`config.mk`:
```
export PLATFORM = sky130hd
export DESIGN_NAME = piso_stream_serializer
export DESIGN_NICKNAME = d
export VERILOG_FILES = /design/src/rtl/tc_serial_pkg.sv /design/src/rtl/piso_hold_buf.sv /design/src/rtl/piso_stream_serializer.sv
export SDC_FILE = /design/constraint.sdc
export NUM_CORES = 1
export LEC_CHECK = 0
export CORE_ASPECT_RATIO = 0.9
export CORE_MARGIN = 2
export CORE_UTILIZATION = 38
export DETAILED_ROUTE_END_ITERATION = 7
export GPL_ROUTABILITY_DRIVEN = 0
export PLACE_DENSITY_LB_ADDON = 0.15
export SLEW_MARGIN = 20
export SYNTH_ARGS = -nofsm -noshare
export SYNTH_HDL_FRONTEND = slang
export SYNTH_HIERARCHICAL = 1
export SYNTH_SLANG_ARGS = --single-unit
```
`constraint.sdc`:
```
create_clock -name clk_out -period 8.4 [get_ports clk_out]
set_input_delay 1.68 -clock clk_out [delete_from_list [all_inputs] [get_ports clk_out]]
set_output_delay 1.68 -clock clk_out [all_outputs]
set_load 0.03 [all_outputs]
```
`src/rtl/tc_serial_pkg.sv`:
```
// Shared types and constants for the TC serial link blocks.
package tc_serial_pkg;

  localparam int TC_WORD_W = 32;

  typedef enum logic [0:0] {
    ST_IDLE  = 1'b0,
    ST_SHIFT = 1'b1
  } state_e;

  // Bit-counter width able to hold frame_len-1 down to zero, with one spare code.
  function automatic int cnt_width(input int frame_len);
    return $clog2(frame_len + 1);
  endfunction

endpackage

```
`src/rtl/piso_hold_buf.sv`:
```
// One-entry valid/ready holding register that lets the next word wait while
// the current frame shifts out.
module piso_hold_buf
  import tc_serial_pkg::*;
#(
  parameter int DATA_W = TC_WORD_W
) (
  input  logic              clk_out,
  input  logic              reset,
  input  logic              wr_en,
  input  logic [DATA_W-1:0] wr_data,
  input  logic              rd_en,
  output logic [DATA_W-1:0] data,
  output logic              full,
  output logic              ready
);

  assign ready = !full;

  // A write alongside a read keeps the entry occupied with the new word.
  always_ff @(posedge clk_out) begin
    if (reset) begin
      full <= 1'b0;
    end else if (wr_en) begin
      full <= 1'b1;
    end else if (rd_en) begin
      full <= 1'b0;
    end
  end

  // NOTE: the payload register is deliberately left without reset; full alone qualifies it.
  always_ff @(posedge clk_out) begin
    if (wr_en) begin
      data <= wr_data;
    end
  end

endmodule

```
`src/rtl/piso_stream_serializer.sv`:
```
// Parallel-in/serial-out shifter with valid/ready load and serial framing.
// Define PISO_PARITY_EN to append an even-parity bit to every frame.
module piso_stream_serializer
  import tc_serial_pkg::*;
#(
  parameter int DATA_W     = TC_WORD_W,
  parameter bit MSB_FIRST  = 1'b1,
  parameter bit IDLE_LEVEL = 1'b0
) (
  input  logic              clk_out,
  input  logic              reset,
  input  logic [DATA_W-1:0] din,
  input  logic              din_valid,
  output logic              din_ready,
  output logic              dout,
  output logic              dout_valid,
  output logic              dout_first,
  output logic              dout_last,
  output logic              busy
);

`ifdef PISO_PARITY_EN
  localparam int FRAME_LEN = DATA_W + 1;
`else
  localparam int FRAME_LEN = DATA_W;
`endif
  localparam int              CNT_W   = cnt_width(FRAME_LEN);
  localparam logic [CNT_W-1:0] CNT_TOP = CNT_W'(FRAME_LEN - 1);

  state_e              state;
  logic [DATA_W-1:0]   shreg;
  logic [CNT_W-1:0]    bitcnt;
  logic [DATA_W-1:0]   hold_data;
  logic                hold_full;
  logic                hold_ready;

  logic                shifting;
  logic                last_bit;
  logic                accept;
  logic                hold_wr;
  logic                hold_rd;
  logic                load_en;
  logic [DATA_W-1:0]   load_word;
  logic                data_bit;
  logic                ser_bit;

  assign shifting  = (state == ST_SHIFT);
  assign last_bit  = shifting && (bitcnt == '0);
  assign din_ready = hold_ready;
  assign accept    = din_valid && hold_ready;

  // Mid-frame words park in the buffer; on the last bit an empty buffer is bypassed.
  assign hold_wr   = accept && shifting && (!last_bit || hold_full);
  assign hold_rd   = last_bit && hold_full;
  assign load_en   = (!shifting && accept) || (last_bit && (hold_full || accept));
  assign load_word = hold_rd ? hold_data : din;

  piso_hold_buf #(
    .DATA_W (DATA_W)
  ) u_hold (
    .clk_out (clk_out),
    .reset   (reset),
    .wr_en   (hold_wr),
    .wr_data (din),
    .rd_en   (hold_rd),
    .data    (hold_data),
    .full    (hold_full),
    .ready   (hold_ready)
  );

  // NOTE: state registers use non-blocking assignments so every flop samples pre-edge values.
  always_ff @(posedge clk_out) begin
    if (reset) begin
      state  <= ST_IDLE;
      shreg  <= '0;
      bitcnt <= '0;
    end else if (load_en) begin
      state  <= ST_SHIFT;
      shreg  <= load_word;
      bitcnt <= CNT_TOP;
    end else if (last_bit) begin
      state  <= ST_IDLE;
    end else if (shifting) begin
      shreg  <= MSB_FIRST ? {shreg[DATA_W-2:0], 1'b0} : {1'b0, shreg[DATA_W-1:1]};
      bitcnt <= bitcnt - CNT_W'(1);
    end
  end

  assign data_bit = MSB_FIRST ? shreg[DATA_W-1] : shreg[0];

`ifdef PISO_PARITY_EN
  logic parity_q;

  // Parity is captured with the word so the shift register can drain freely.
  always_ff @(posedge clk_out) begin
    if (reset) begin
      parity_q <= 1'b0;
    end else if (load_en) begin
      parity_q <= ^load_word;
    end
  end

  assign ser_bit = (bitcnt == '0) ? parity_q : data_bit;
`else
  assign ser_bit = data_bit;
`endif

  assign dout       = shifting ? ser_bit : IDLE_LEVEL;
  assign dout_valid = shifting;
  assign dout_first = shifting && (bitcnt == CNT_TOP);
  assign dout_last  = last_bit;
  assign busy       = shifting || hold_full;

endmodule

```
; After elaboration in Yosys (flattened, before gate mapping)
; Cells that the tools add are included.
[totals]
reg_bits = 72
inputBits = 35
output_inout_bits = 6
elab_cells = 44
[op_classes]
n_addsub = 1
eq_ne = 2
mux = 12
bitwise_logic = 1
reduce_logical = 22
[op_table]
columns = operator, count
row1 = $mux W32, 4
row2 = $mux W5, 3
row3 = $logic_and A1 B1 Y1, 8
row4 = $eq A6 B5 Y1 const B, 1
row5 = $logic_not A6 Y1, 1
row6 = $reduce_bool A2 Y1, 3
row7 = $sub A6 B1 Y6 const B, 1
row8 = $mux W1, 5
row9 = $logic_or A1 B1 Y1, 4
row10 = $reduce_and A2 Y1, 2
row11 = $logic_not A1 Y1, 3
row12 = $ne A2 B1 Y1 const B, 1
row13 = $reduce_or A2 Y1, 1
row14 = $not A1 Y1, 1

; Depth between registers and ports, before layout
[depth]
depth_word = 7
ltp_mapped = 8
ltp_nobuf = 7

; By module
; Netlist, hierarchy kept.
[modules_own_cells]
columns = module, n_inst, cells_per_inst, area_each_um2, seq_area_each_um2
row1 = piso_stream_serializer, 1, 174, 1945.6, 780.7
row2 = piso_hold_buf, 1, 37, 1003.5, 980.9

; Worst setup path before layout
; OpenSTA, ideal clock, no wires.
[synth_path]
path_type = input to register
start = in din_valid
end = reg u_hold.data[0], enable pin
setup_ps = 423
arrival_ps = 3189
required_ps = 7977
setup_slack_ps = 4788
cell_stages = 2
n_path_buf = 0
path_cell_list = nand2_1 nor2_1
[synth_between]
elab_chain_cells = 3
[synth_rtl]
columns = element, line
row1 = start: declaration, piso_stream_serializer.sv:13  ; input logic din_valid,
row2 = $logic_and A1 B1 Y1, piso_stream_serializer.sv:50  ; assign accept = din_valid && hold_ready;
row3 = $logic_and A1 B1 Y1 (2 in a row), piso_stream_serializer.sv:53  ; assign hold_wr = accept && shifting && (!last_bit || hold_full);
row4 = named net hold_wr, piso_stream_serializer.sv:40  ; logic hold_wr;
row5 = end signal: assignment, piso_hold_buf.sv:34  ; data <= wr_data;
row6 = end: declaration, piso_hold_buf.sv:13  ; output logic [DATA_W-1:0] data,
; The timed path passes the listed nets, and every way through them passes these cells.
; A chain may end at the register's enable or synchronous reset.

; Worst setup path after layout
[layout_path]
start = reg bitcnt[0]
end = out dout_last
[layout_between]
elab_chain_cells = 2
[layout_rtl]
columns = element, line
row1 = start: declaration, piso_stream_serializer.sv:32  ; logic [CNT_W-1:0] bitcnt;
row2 = start signal: assignment, piso_stream_serializer.sv:85  ; bitcnt <= bitcnt - CNT_W'(1);
row3 = $logic_not A6 Y1, piso_stream_serializer.sv:48  ; assign last_bit = shifting && (bitcnt == '0);
row4 = $logic_and A1 B1 Y1, piso_stream_serializer.sv:48
row5 = end: declaration, piso_stream_serializer.sv:18  ; output logic dout_last,
; Every way passes these cells.

==> flow_summary_export.csv <==
group,metric,value,unit
timing,slew_violations,0,
status,status,"complete, no violations",
worst_setup_path,worst_ep_arrival_time,2140,ps
clock_network,cts_buffer_depth,2,
detailed_routing,drc,0,
logic_synthesis,syn-num-nets,249,
logic_synthesis,synth_area,2950,um2
detailed_routing,vias,2005,
logic_synthesis,synth_area_leaders,"edfxtp_1 33%, dfxtp_1 27%, o221a_1 13%",
global_route,grt_usage,15.7,%
clock_network,cts_resized,0,
cells_and_area,syn2layout_area_growth,22.5,%
global_route,grt_pass1_wl,10400,um
power_and_ir_drop,peakVddDrop,0.117,mV
logic_synthesis,yosysUniqueCellTypes,38,
logic_synthesis,synth-seq-cells,72,
logic_synthesis,ys_seq_area_share,59.7,%
logic_synthesis,synth_top_area_share,32.6,%
global_route,grt_pass1_vias,1957,
clock_network,cts_buffers,9,
detailed_routing,first_iter_violations,119,
die,ioPinCount,41,
logic_synthesis,avgSynthCellArea,14.0,um2
global_route,antenna_found_initial,0,
worst_setup_path,cp-end-kind,"output port",
logic_synthesis,syn_inst,211,
detailed_routing,wl_met3,339,um
power_and_ir_drop,leakage,1.24,nW
detailed_routing,drt_pass1_iterations,4,
detailed_routing,routedWlPerCell,18.0,um
clock_network,post-cts-setup-buffers,0,
timing,finClkSkew,11.6,ps
timing,layout_setup_ws,4580,ps
die,die_width,96.9,um
worst_setup_path,crit_type,"flop to output port",
placement,portBuffers,40,
logic_synthesis,async_flop_share,0,%
detailed_routing,wl_met2,2720,um
logic_synthesis,yosys_warnings,6,
die,dieArea,8480,um2
placement,place_ws,4740,ps
detailed_routing,drt-met1-wl,3140,um
timing,fmax,262,MHz
clock_network,clockRootBuffer,"clkbuf_8",
die,die_h,87.6,um
logic_synthesis,ys.flop_type,"dfxtp_1",
global_route,grt_max_degree,36,
detailed_routing,top_layer,"met4",
detailed_routing,wl,6260,um
worst_setup_path,cp-start-kind,"flop",
timing,period_share,45.4,%
clock_network,htree_levels,3,
cells_and_area,nets,285,
logic_synthesis,yosys-top-cells-count,"40 x dfxtp_1, 35 x o221a_1, 32 x edfxtp_1, 27 x o221a_2, 9 x clkbuf_1",
timing,period_minus_slack,3820,ps
logic_synthesis,synth_largest_area_cell,"edfxtp_1",
timing,tightest_slew,1030,ps
hold_path,hp-class,"flop to flop",
logic_synthesis,synth_most_common_cell,"dfxtp_1",
timing,hold_viol,0,
die,start_util,39.1,%
job,max-cap-violations,0,
clock_network,clk_latency,340,ps
cells_and_area,final_cell_count_no_fill,348,
timing,setup_violations,0,
placement,dp_hpwl,3590,um
die,core,7540,um2
detailed_routing,ant_nets,0,
die,core.rowCount,30,
timing,tns,0,ps
clock_network,cts_tree,"done",
worst_setup_path,critPathMaxFanout,6,
cells_and_area,drive_gt1_share,21.0,%
placement,dp_cells,332,
clock_network,clock-sinks,72,
cells_and_area,n_antenna_cell,0,
timing,relSlewSlack,31.1,%
clock_network,hold_buffers,0,
logic_synthesis,synth-edff-count,32,
detailed_routing,via_per_inst,5.76,
global_route,gr-total-overflow,0,
timing,rsz0062_at_grt,"false",
clock_network,clk_pin_slew,70,ps
worst_setup_path,cp_data_required_time,6720,ps
power_and_ir_drop,power_density,241,nW/um2
-- final timing paths --
path                                from                endpoint  slack [ps]  cells past startpoint
setup / recovery  bitcnt[0]$_SDFFE_PP0P_               dout_last        4580                      5
hold / removal    shreg[11]$_SDFFE_PP0P_  shreg[11]$_SDFFE_PP0P_         530                      1
setup reg to reg  bitcnt[0]$_SDFFE_PP0P_  shreg[29]$_SDFFE_PP0P_        6190                      6
hold reg to reg   shreg[11]$_SDFFE_PP0P_  shreg[11]$_SDFFE_PP0P_         530                      1
-- sequential cells by signal, indices dropped and copies added, names as in the netlist --
name         count
u_hold/data     32
shreg           32
u_hold/full      1
bitcnt           6
dout_valid       1
-- where the power goes --
group	switching (mW)	leakage (nW)	internal, mW
Combinational	0.0703	0.505	0.0705
Clock	0.121	0.108	0.175
Sequential	0.0269	0.626	0.407
-- metrics by stage --
step	hold WS (ps)	util, %	power, mW	instance area (um2)
after global routing	556	47.9	0.916	3610
after floorplan	496	-	0.536	2950
after detailed placement	519	45.1	0.582	3400
after CTS	541	47.9	0.881	3610
after global placement	514	45.1	0.581	3400
final	534	47.9	0.870	3610
-- routing by layer --
| layer | vias up | GRT usage, % |
|---|---|---|
| li1 | 960 | - |
| met1 | 981 | 21.9 |
| met2 | 59 | 23.5 |
| met3 | 5 | 5.43 |
| met4 | 0 | 4.23 |
| met5 | - | 0 |
-- critical path, cell delays in order, from the launching register on --
cell	delay, ps
dfxtp_1	360
inv_1	100
ha_1	160
nor3b_2	320
and3_1	210
clkdlybuf4s50_1	660
-- cells in the final DEF (no fill, tap or decap), types with 2 or more instances in the layout --
master,count
o221a_1,35
inv_1,7
clkdlybuf4s50_1,40
bufinv_16,2
a22oi_1,2
a21oi_1,5
nand2_1,5
edfxtp_1,32
nor3_1,2
dfxtp_1,40
a211oi_1,2
ha_1,3
nand3_1,4
a31oi_1,2
nor2_1,4
clkbuf_8,10
buf_4,4
clkbuf_1,3
o221a_2,27
-- logic make-up (layout without fill, tap and decap cells) --
logic type | after synthesis | after routing | share of synthesized area (%)
AND/OR/NAND/NOR | 29 | 29 | 5.81
flip-flops | 72 | 72 | 59.7
buffers and inverters | 26 | 67 | 4.37
adder cells (fa/ha/maj) | 3 | 3 | 1.27
AO/OA/AOI/OAI | 81 | 81 | 28.8
-- final cells by class --
| class | instances | area [um2] |
|---|---|---|
| inverters | 7 | 26.3 |
| fillers | 682 | 3930 |
| well taps | 96 | 120 |
| clock inverters | 3 | 65.1 |
| repair buffers | 44 | 430 |
| multi-input cells | 113 | 1060 |
| clock buffers | 13 | 149 |
| flip-flops and latches | 72 | 1760 |
(Power assumes the default switching activity.)
